`src/rtl/plc_pc_pkg.sv`:
```
// Shared types and helpers for the PLC program-counter sequencer.
// Holds the next-PC operation encoding and the default address width.
// Optional return stack is enabled by defining PLC_PC_STACK_EN.
package plc_pc_pkg;

    localparam int PC_AW_DEF = 8;

    // Winner of the per-edge priority select; drives the next-PC mux.
    typedef enum logic [2:0] {
        PC_HOLD,
        PC_INC,
        PC_JMP,
        PC_REL,
        PC_CALL,
        PC_RET
    } pc_op_t;

    // Bit width needed to index n items, never less than one bit.
    function automatic int idx_w(input int n);
        return (n <= 2) ? 1 : $clog2(n);
    endfunction

endpackage

```
`src/rtl/plc_pc_seq_stack.sv`:
```
// pc_ret_stack: DEPTH x AW LIFO holding subroutine return addresses.
// Latency: push/pop commit on the falling clock edge; top is combinational from sp.
// Backpressure: none; push when full and pop when empty are ignored (caller flags err).
module pc_ret_stack
    import plc_pc_pkg::*;
#(
    parameter int DEPTH = 4,
    parameter int AW    = PC_AW_DEF
) (
    input  logic          clk,
    input  logic          rst,
    input  logic          push,
    input  logic          pop,
    input  logic [AW-1:0] push_dat,
    output logic [AW-1:0] top_dat,
    output logic          full,
    output logic          empty
);

    localparam int SPW = idx_w(DEPTH + 1);
    localparam int IW  = idx_w(DEPTH);

    logic [SPW-1:0] sp;
    logic [AW-1:0]  mem [DEPTH];
    logic [IW-1:0]  wr_idx;
    logic [IW-1:0]  rd_idx;

    assign full   = (sp == SPW'(DEPTH));
    assign empty  = (sp == '0);
    assign wr_idx = IW'(sp);
    // Point at entry 0 when empty so the read index never leaves the array.
    assign rd_idx = empty ? '0 : IW'(sp - 1'b1);
    assign top_dat = mem[rd_idx];

    // Stack pointer: reset discards contents, otherwise move on a legal push/pop.
    always_ff @(negedge clk) begin
        if (!rst) begin
            sp <= '0;
        end else if (push && !full) begin
            sp <= sp + 1'b1;
        end else if (pop && !empty) begin
            sp <= sp - 1'b1;
        end
    end

    // Entry storage: written only on a legal push, never cleared.
    always_ff @(negedge clk) begin
        if (rst && push && !full) begin
            mem[wr_idx] <= push_dat;
        end
    end

endmodule

```
`src/rtl/plc_pc_seq.sv`:
```
// plc_pc_seq: program-counter sequencer (inc/jump/relative/call/return) for the PLC micro-core.
// Latency: every update lands on pc one falling edge after the strobes are sampled.
// Backpressure: en=0 stalls pc and stack. Return stack built only with PLC_PC_STACK_EN defined.
module plc_pc_seq
    import plc_pc_pkg::*;
#(
    parameter int            AW       = PC_AW_DEF,
    parameter int            DEPTH    = 4,
    parameter logic [AW-1:0] RST_ADDR = '0
) (
    input  logic          clk,
    input  logic          rst,
    input  logic          en,
    input  logic          jmp_en,
    input  logic [AW-1:0] jmp_addr,
    input  logic          rel_en,
    input  logic [AW-1:0] rel_off,
    input  logic          call_en,
    input  logic          ret_en,
    output logic [AW-1:0] pc,
    output logic          wrap,
    output logic          stack_full,
    output logic          stack_empty,
    output logic          err
);

    pc_op_t        op;
    logic [AW-1:0] pc_inc;
    logic [AW-1:0] pc_nxt;
    logic          wrap_nxt;
    logic          err_set;
    logic          full_s;
    logic          empty_s;

    assign pc_inc = pc + 1'b1;

`ifdef PLC_PC_STACK_EN
    logic          push;
    logic          pop;
    logic [AW-1:0] top_dat;
    logic          err_q;

    assign push = (op == PC_CALL);
    assign pop  = (op == PC_RET);

    pc_ret_stack #(
        .DEPTH (DEPTH),
        .AW    (AW)
    ) u_stack (
        .clk      (clk),
        .rst      (rst),
        .push     (push),
        .pop      (pop),
        .push_dat (pc_inc),
        .top_dat  (top_dat),
        .full     (full_s),
        .empty    (empty_s)
    );

    assign stack_full  = full_s;
    assign stack_empty = empty_s;
    assign err         = err_q;

    // Sticky error: set by call-on-full or ret-on-empty, cleared only by reset.
    always_ff @(negedge clk) begin
        if (!rst) begin
            err_q <= 1'b0;
        end else if (err_set) begin
            err_q <= 1'b1;
        end
    end
`else
    // Without the stack, return strobes fall through and depth is meaningless.
    localparam int DEPTH_UNUSED = DEPTH;
    logic ret_unused;

    assign ret_unused  = ret_en;
    assign full_s      = 1'b0;
    assign empty_s     = 1'b1;
    assign stack_full  = 1'b0;
    assign stack_empty = 1'b1;
    assign err         = 1'b0;
`endif

    // Priority select: hold > ret > call > jmp > rel > increment.
    always_comb begin
        op      = PC_INC;
        err_set = 1'b0;
        if (!en) begin
            op = PC_HOLD;
        end
`ifdef PLC_PC_STACK_EN
        else if (ret_en) begin
            // Ret on an empty stack degrades to an increment and flags err.
            if (empty_s) begin
                err_set = 1'b1;
            end else begin
                op = PC_RET;
            end
        end else if (call_en) begin
            // Call on a full stack degrades to an increment and flags err.
            if (full_s) begin
                err_set = 1'b1;
            end else begin
                op = PC_CALL;
            end
        end
`else
        else if (call_en) begin
            op = PC_JMP;
        end
`endif
        else if (jmp_en) begin
            op = PC_JMP;
        end else if (rel_en) begin
            op = PC_REL;
        end
    end

    // Next-PC mux; only a plain increment out of all-ones raises wrap.
    always_comb begin
        pc_nxt   = pc;
        wrap_nxt = 1'b0;
        case (op)
            PC_HOLD: pc_nxt = pc;
            PC_INC: begin
                pc_nxt   = pc_inc;
                wrap_nxt = &pc;
            end
            PC_JMP:  pc_nxt = jmp_addr;
            PC_CALL: pc_nxt = jmp_addr;
            PC_REL:  pc_nxt = pc + rel_off;
`ifdef PLC_PC_STACK_EN
            PC_RET:  pc_nxt = top_dat;
`endif
            default: pc_nxt = pc;
        endcase
    end

    // PC and wrap registers, updated on the falling edge so fetch sees a stable pc.
    always_ff @(negedge clk) begin
        if (!rst) begin
            pc   <= RST_ADDR;
            wrap <= 1'b0;
        end else begin
            pc   <= pc_nxt;
            wrap <= wrap_nxt;
        end
    end

endmodule
```
`config.mk`:
```
export PLATFORM = sky130hd
export DESIGN_NAME = plc_pc_seq
export DESIGN_NICKNAME = d
export VERILOG_FILES = /design/src/rtl/plc_pc_pkg.sv /design/src/rtl/plc_pc_seq_stack.sv /design/src/rtl/plc_pc_seq.sv
export SDC_FILE = /design/constraint.sdc
export NUM_CORES = 1
export LEC_CHECK = 0
export CAP_MARGIN = 20
export CORE_ASPECT_RATIO = 1.25
export CORE_MARGIN = 2
export CORE_UTILIZATION = 25
export DETAILED_ROUTE_END_ITERATION = 16
export PLACE_DENSITY_LB_ADDON = 0.2
export SYNTH_ARGS = -nofsm -noshare
export SYNTH_HDL_FRONTEND = slang
export SYNTH_SLANG_ARGS = --single-unit
```
`constraint.sdc`:
```
create_clock -name clk -period 2.4 [get_ports clk]
set_clock_uncertainty 0.2 [all_clocks]
set_input_delay 0.48 -clock clk [delete_from_list [all_inputs] [get_ports clk]]
set_output_delay 0.48 -clock clk [all_outputs]
set_load 0.005 [all_outputs]
```
**Word level (Yosys, flattened, before mapping)**

Index checks and enable logic that the tools add are counted.

- $add $sub $neg: 2
- Div/mod/pow operators: 0
- Reduce and logical (&&, ||, !) cells: 4
- Bitwise operators: 0
- Multiply operators: 0
- Eq/ne operators: 4
- Mux-type cells: 5
- Shift-type cells: 0
- Order comparisons: 0

Operator list:

| cell | count |
|---|---|
| one-hot mux 8 bit (3 select lines) | 1 |
| adder 8 x 1 -> 8 bit (second input constant) | 1 |
| adder 8 bit | 1 |
| 2-to-1 mux 2 bit | 4 |
| AND reduction 8 bit | 1 |
| equality test 3 x 2 -> 1 bit (second input constant) | 2 |
| equality test 3 x 1 -> 1 bit (second input constant) | 1 |
| equality test 3 bit (second input constant) | 1 |
| nonzero test 3 bit | 1 |
| AND reduction 2 bit | 1 |
| OR reduction 2 bit | 1 |

- Memories: 0
- Bits in latches: 0
- Flip-flop bits (word level): 9
- RAM bits: 0
- Input bits: 23
- Word-level logic and storage cells: 17
- ROM bits: 0
- Output and inout bits: 12

**Depth between registers and ports, before layout**

- Word-level depth: 7
- Mapped depth: 10
- Mapped depth without buffers: 10

==> results summary <==
The flow ran to the end, but the final reports show violations. The final reports fail on negative setup slack. The cts-stage hold buffer count came out at 0.

In this run, the clock network consumes about two fifths of the power. Summing internal, switching and leakage power gives 598 uW. TritonCTS created 3 clock buffers. The layout net count is 200. The floorplan row count is 23. The startpoint-to-endpoint class of the critical path is in -> reg. For the worst-skew pair, the clock arrives at the later sink with an insertion delay of 310 ps. In the layout the commonest cells are 28 x sky130_fd_sc_hd__buf_4, 15 x sky130_fd_sc_hd__clkdlybuf4s50_1, 12 x sky130_fd_sc_hd__inv_1. The maximum number of pins on one net before global-route repair is 21. The number of standard cells in the layout, taps in and fillers out came out at 205.

VDD sags by at most 279 uV. The number of instances in the synthesized netlist is 103. The number of iterations in the first detailed-routing pass came out at 4. The share of the Yosys chip area taken by registers is roughly 22%. STA puts the critical path data required time at between 1000 and 1500 ps. The number of unique standard cell types used by synthesis is between 40 and 50. The die is a little under 70 microns tall. Combinational cells account for 32.2% of the total power. The number of placed instances with taps included is around 190. The path class of the tightest hold or removal check is reg -> reg.

After synthesis, the mean cell area works out to 8.02 sq um. The number of global-route vias before repair is 1059. The hold violation total from the final report came out at 0. In this run the number of H-tree levels came out at 1. The global-route wire length before repair is approximately 4500 microns. The post-DP HPWL came out at slightly above 2000 microns. The number of port buffers came out at 30.

Clock-pin slew was measured on the worst setup and hold paths at 30 ps. Once the floorplan was initialized, standard cells occupied 25.9% of the core. Using the TritonRoute via totals, the vias-per-cell ratio works out to 4.99. Once routing completed, OpenROAD measured the worst setup slack at -1060 ps. Setup repair after global routing could not meet its margin everywhere. The area of the placeable core came out at 0.00319 sq mm. The proportion of synthesized flip-flops having asynchronous set or reset is 0%. Net switching is 31.6% of the power. The detailed-route wire length is 2850 microns. In the global route stage, overall resource usage came out at 15.3%. The number of storage elements in the synthesis netlist is 9. In this run the register-to-register setup slack is 340 ps. The longest clock path from root to sink contains 2 buffers.

Leaving out fill and tap cells, the most frequent cell in the layout is sky130_fd_sc_hd__buf_4. Compared with the post-synthesis result, the final layout area differs by 92.0%. The total DRC errors in the routed layout is 0. Across the run, the number of max-cap violations was 0.

The global route total overflow came out at 0. In this run the static leakage power is between 0.0007 and 0.0008 uW. Dividing the detail-routed wire length by the instance count gives around 14 microns. The number of synthesis warnings is 0.

The arrival time at the worst endpoint came out at 2310 ps. The total inserted antenna cells is 0. The internal power of the cells totals 409 uW. The total number of vias is 1022. Counting every sink on the clock net gives 9. The initial antenna violation count came to 0. The final number of max-transition violations is 0. Setup violations remaining at the end of the flow were counted as 18. The DRC marker count from the first detailed-route iteration is 25. The fraction of layout cells with a size suffix above 1 came out at 50.0%. The most common flop cell mapped by yosys is sky130_fd_sc_hd__dfxtp_1. From left edge to right edge, the die measures 55.4 microns.

The pre-CTS setup slack is -1810 ps. The total die area is 0.00378 sq mm. The power density over the cells came out at 377 mW/mm^2.

The layout has 315 filler cells. Of all nets on the critical path, the largest fanout is 5. The analysis attributes to net switching a power of around 190 uW. The mapped netlist covers 826 sq um.

The root buffer cell chosen for the clock tree is sky130_fd_sc_hd__clkbuf_8. The endpoint class of the critical path is a register. At the end of routability-driven placement, the weighted congestion stood at 0.812. The sequential cell fraction of total power is 28.0%. The number of enable-type register cells in the synthesized netlist came out at 0. The worst setup path is launched from a primary input.

The post-route antenna net violation count is 0. TritonCTS built the clock tree. The number of I/O pins is 35.
## kinds of logic (layout without fill, tap and decap cells)
group                      after synthesis  in the layout  share of synthesized area (%)
DFF                                      9              9                           21.8
other                                    2              3                          0.909
adders and majority gates                8              8                           13.0
xor gates and xnor gates                 3              3                           3.18
AOI/OAI and AO/OA                       28             28                           25.8
and+or+nand+nor                         42             42                           28.6
buffers and inverters                   11             75                           6.67
## Yosys cell counts (2+ instances only)
| master | number | area share [%] |
|---|---|---|
| sky130_fd_sc_hd__nor3_1 | 2 | 1.2 |
| sky130_fd_sc_hd__o21a_1 | 2 | 1.8 |
| sky130_fd_sc_hd__buf_4 | 3 | 2.7 |
| sky130_fd_sc_hd__o211ai_1 | 2 | 1.8 |
| sky130_fd_sc_hd__nand3_1 | 4 | 2.4 |
| sky130_fd_sc_hd__a31oi_1 | 2 | 1.5 |
| sky130_fd_sc_hd__conb_1 | 2 | 0.91 |
| sky130_fd_sc_hd__a21oi_1 | 4 | 2.4 |
| sky130_fd_sc_hd__dfxtp_1 | 9 | 22 |
| sky130_fd_sc_hd__inv_1 | 4 | 1.8 |
| sky130_fd_sc_hd__o311ai_1 | 3 | 3.2 |
| sky130_fd_sc_hd__and2_1 | 5 | 3.8 |
| sky130_fd_sc_hd__o21ai_0 | 3 | 1.8 |
| sky130_fd_sc_hd__ha_1 | 7 | 11 |
| sky130_fd_sc_hd__nor2_1 | 4 | 1.8 |
| sky130_fd_sc_hd__xor2_1 | 2 | 2.1 |
| sky130_fd_sc_hd__o211a_1 | 4 | 4.8 |
| sky130_fd_sc_hd__buf_2 | 2 | 1.2 |
| sky130_fd_sc_hd__nand2_1 | 15 | 6.8 |
## path summary, 6_finish.rpt
path | start | endpoint | cells after the start
worst min-delay path | pc[2] | pc[2] | 2
worst max-delay path | jmp_en | pc[4] | 10
worst max register to register | pc[0] | pc[4] | 9
worst min register to register | pc[2] | pc[2] | 2
## cell type report
class,count,area [sq um],share of cell area [%]
timing repair buffer,59,500,31.6
clock buffer,3,41.3,2.60
inverter,3,11.3,0.710
sequential,9,189,11.9
tap,37,46.3,2.92
clock inverter,10,37.5,2.37
multi-input combinational,84,759,47.9
## sequential cells by signal (all words and copies together), names as in the netlist
name / flops
pc: 8
wrap: 1
## metrics by stage
stage / util (%) / instance area (sq um) / hold slack, ps / TNS [ps]
6_report: 49.6 / 1590 / 419 / -8650
2_1_floorplan: - / 871 / 276 / -7460
5_1_grt: 49.6 / 1590 / 451 / -9590
3_5_place_dp: 42.7 / 1370 / 299 / -15730
3_3_place_gp: 42.7 / 1370 / 298 / -15300
4_1_cts: 46.8 / 1500 / 410 / -8880
## routing by layer
layer  vias up  GRT usage (%)  wire (microns)
met5         -              0               0
met4         0           6.71              50
met3         7           3.40             139
met2        38           29.8            1560
met1       477           15.8            1100
li1        500              -               -
## repair_timing
item,4_1_cts,5_1_grt
setup buffers,4,0
endpoints found under the hold margin,0,0
setup endpoints to repair,18,18
gates resized for setup,74,19
pin swaps,17,13
## power groups by stage
stage | registers [uW] | logic [uW] | clock network, uW
floorplan | 173 | 68.4 | 25.7
global placement | 167 | 170 | 25.7
detailed placement | 168 | 171 | 25.7
CTS | 167 | 177 | 247
global route | 169 | 210 | 262
finish | 167 | 192 | 238
## critical path, cell delays in order
cell                       delay [ps]
sky130_fd_sc_hd__buf_6             90
sky130_fd_sc_hd__and4bb_4         380
sky130_fd_sc_hd__buf_4            130
sky130_fd_sc_hd__nand2_2           60
sky130_fd_sc_hd__fa_2             360
sky130_fd_sc_hd__nor2b_4          130
sky130_fd_sc_hd__o21a_4           150
sky130_fd_sc_hd__nor3_1            60
sky130_fd_sc_hd__o311ai_2         280
sky130_fd_sc_hd__o211a_1          190
Power figures use the tool's default switching activity.
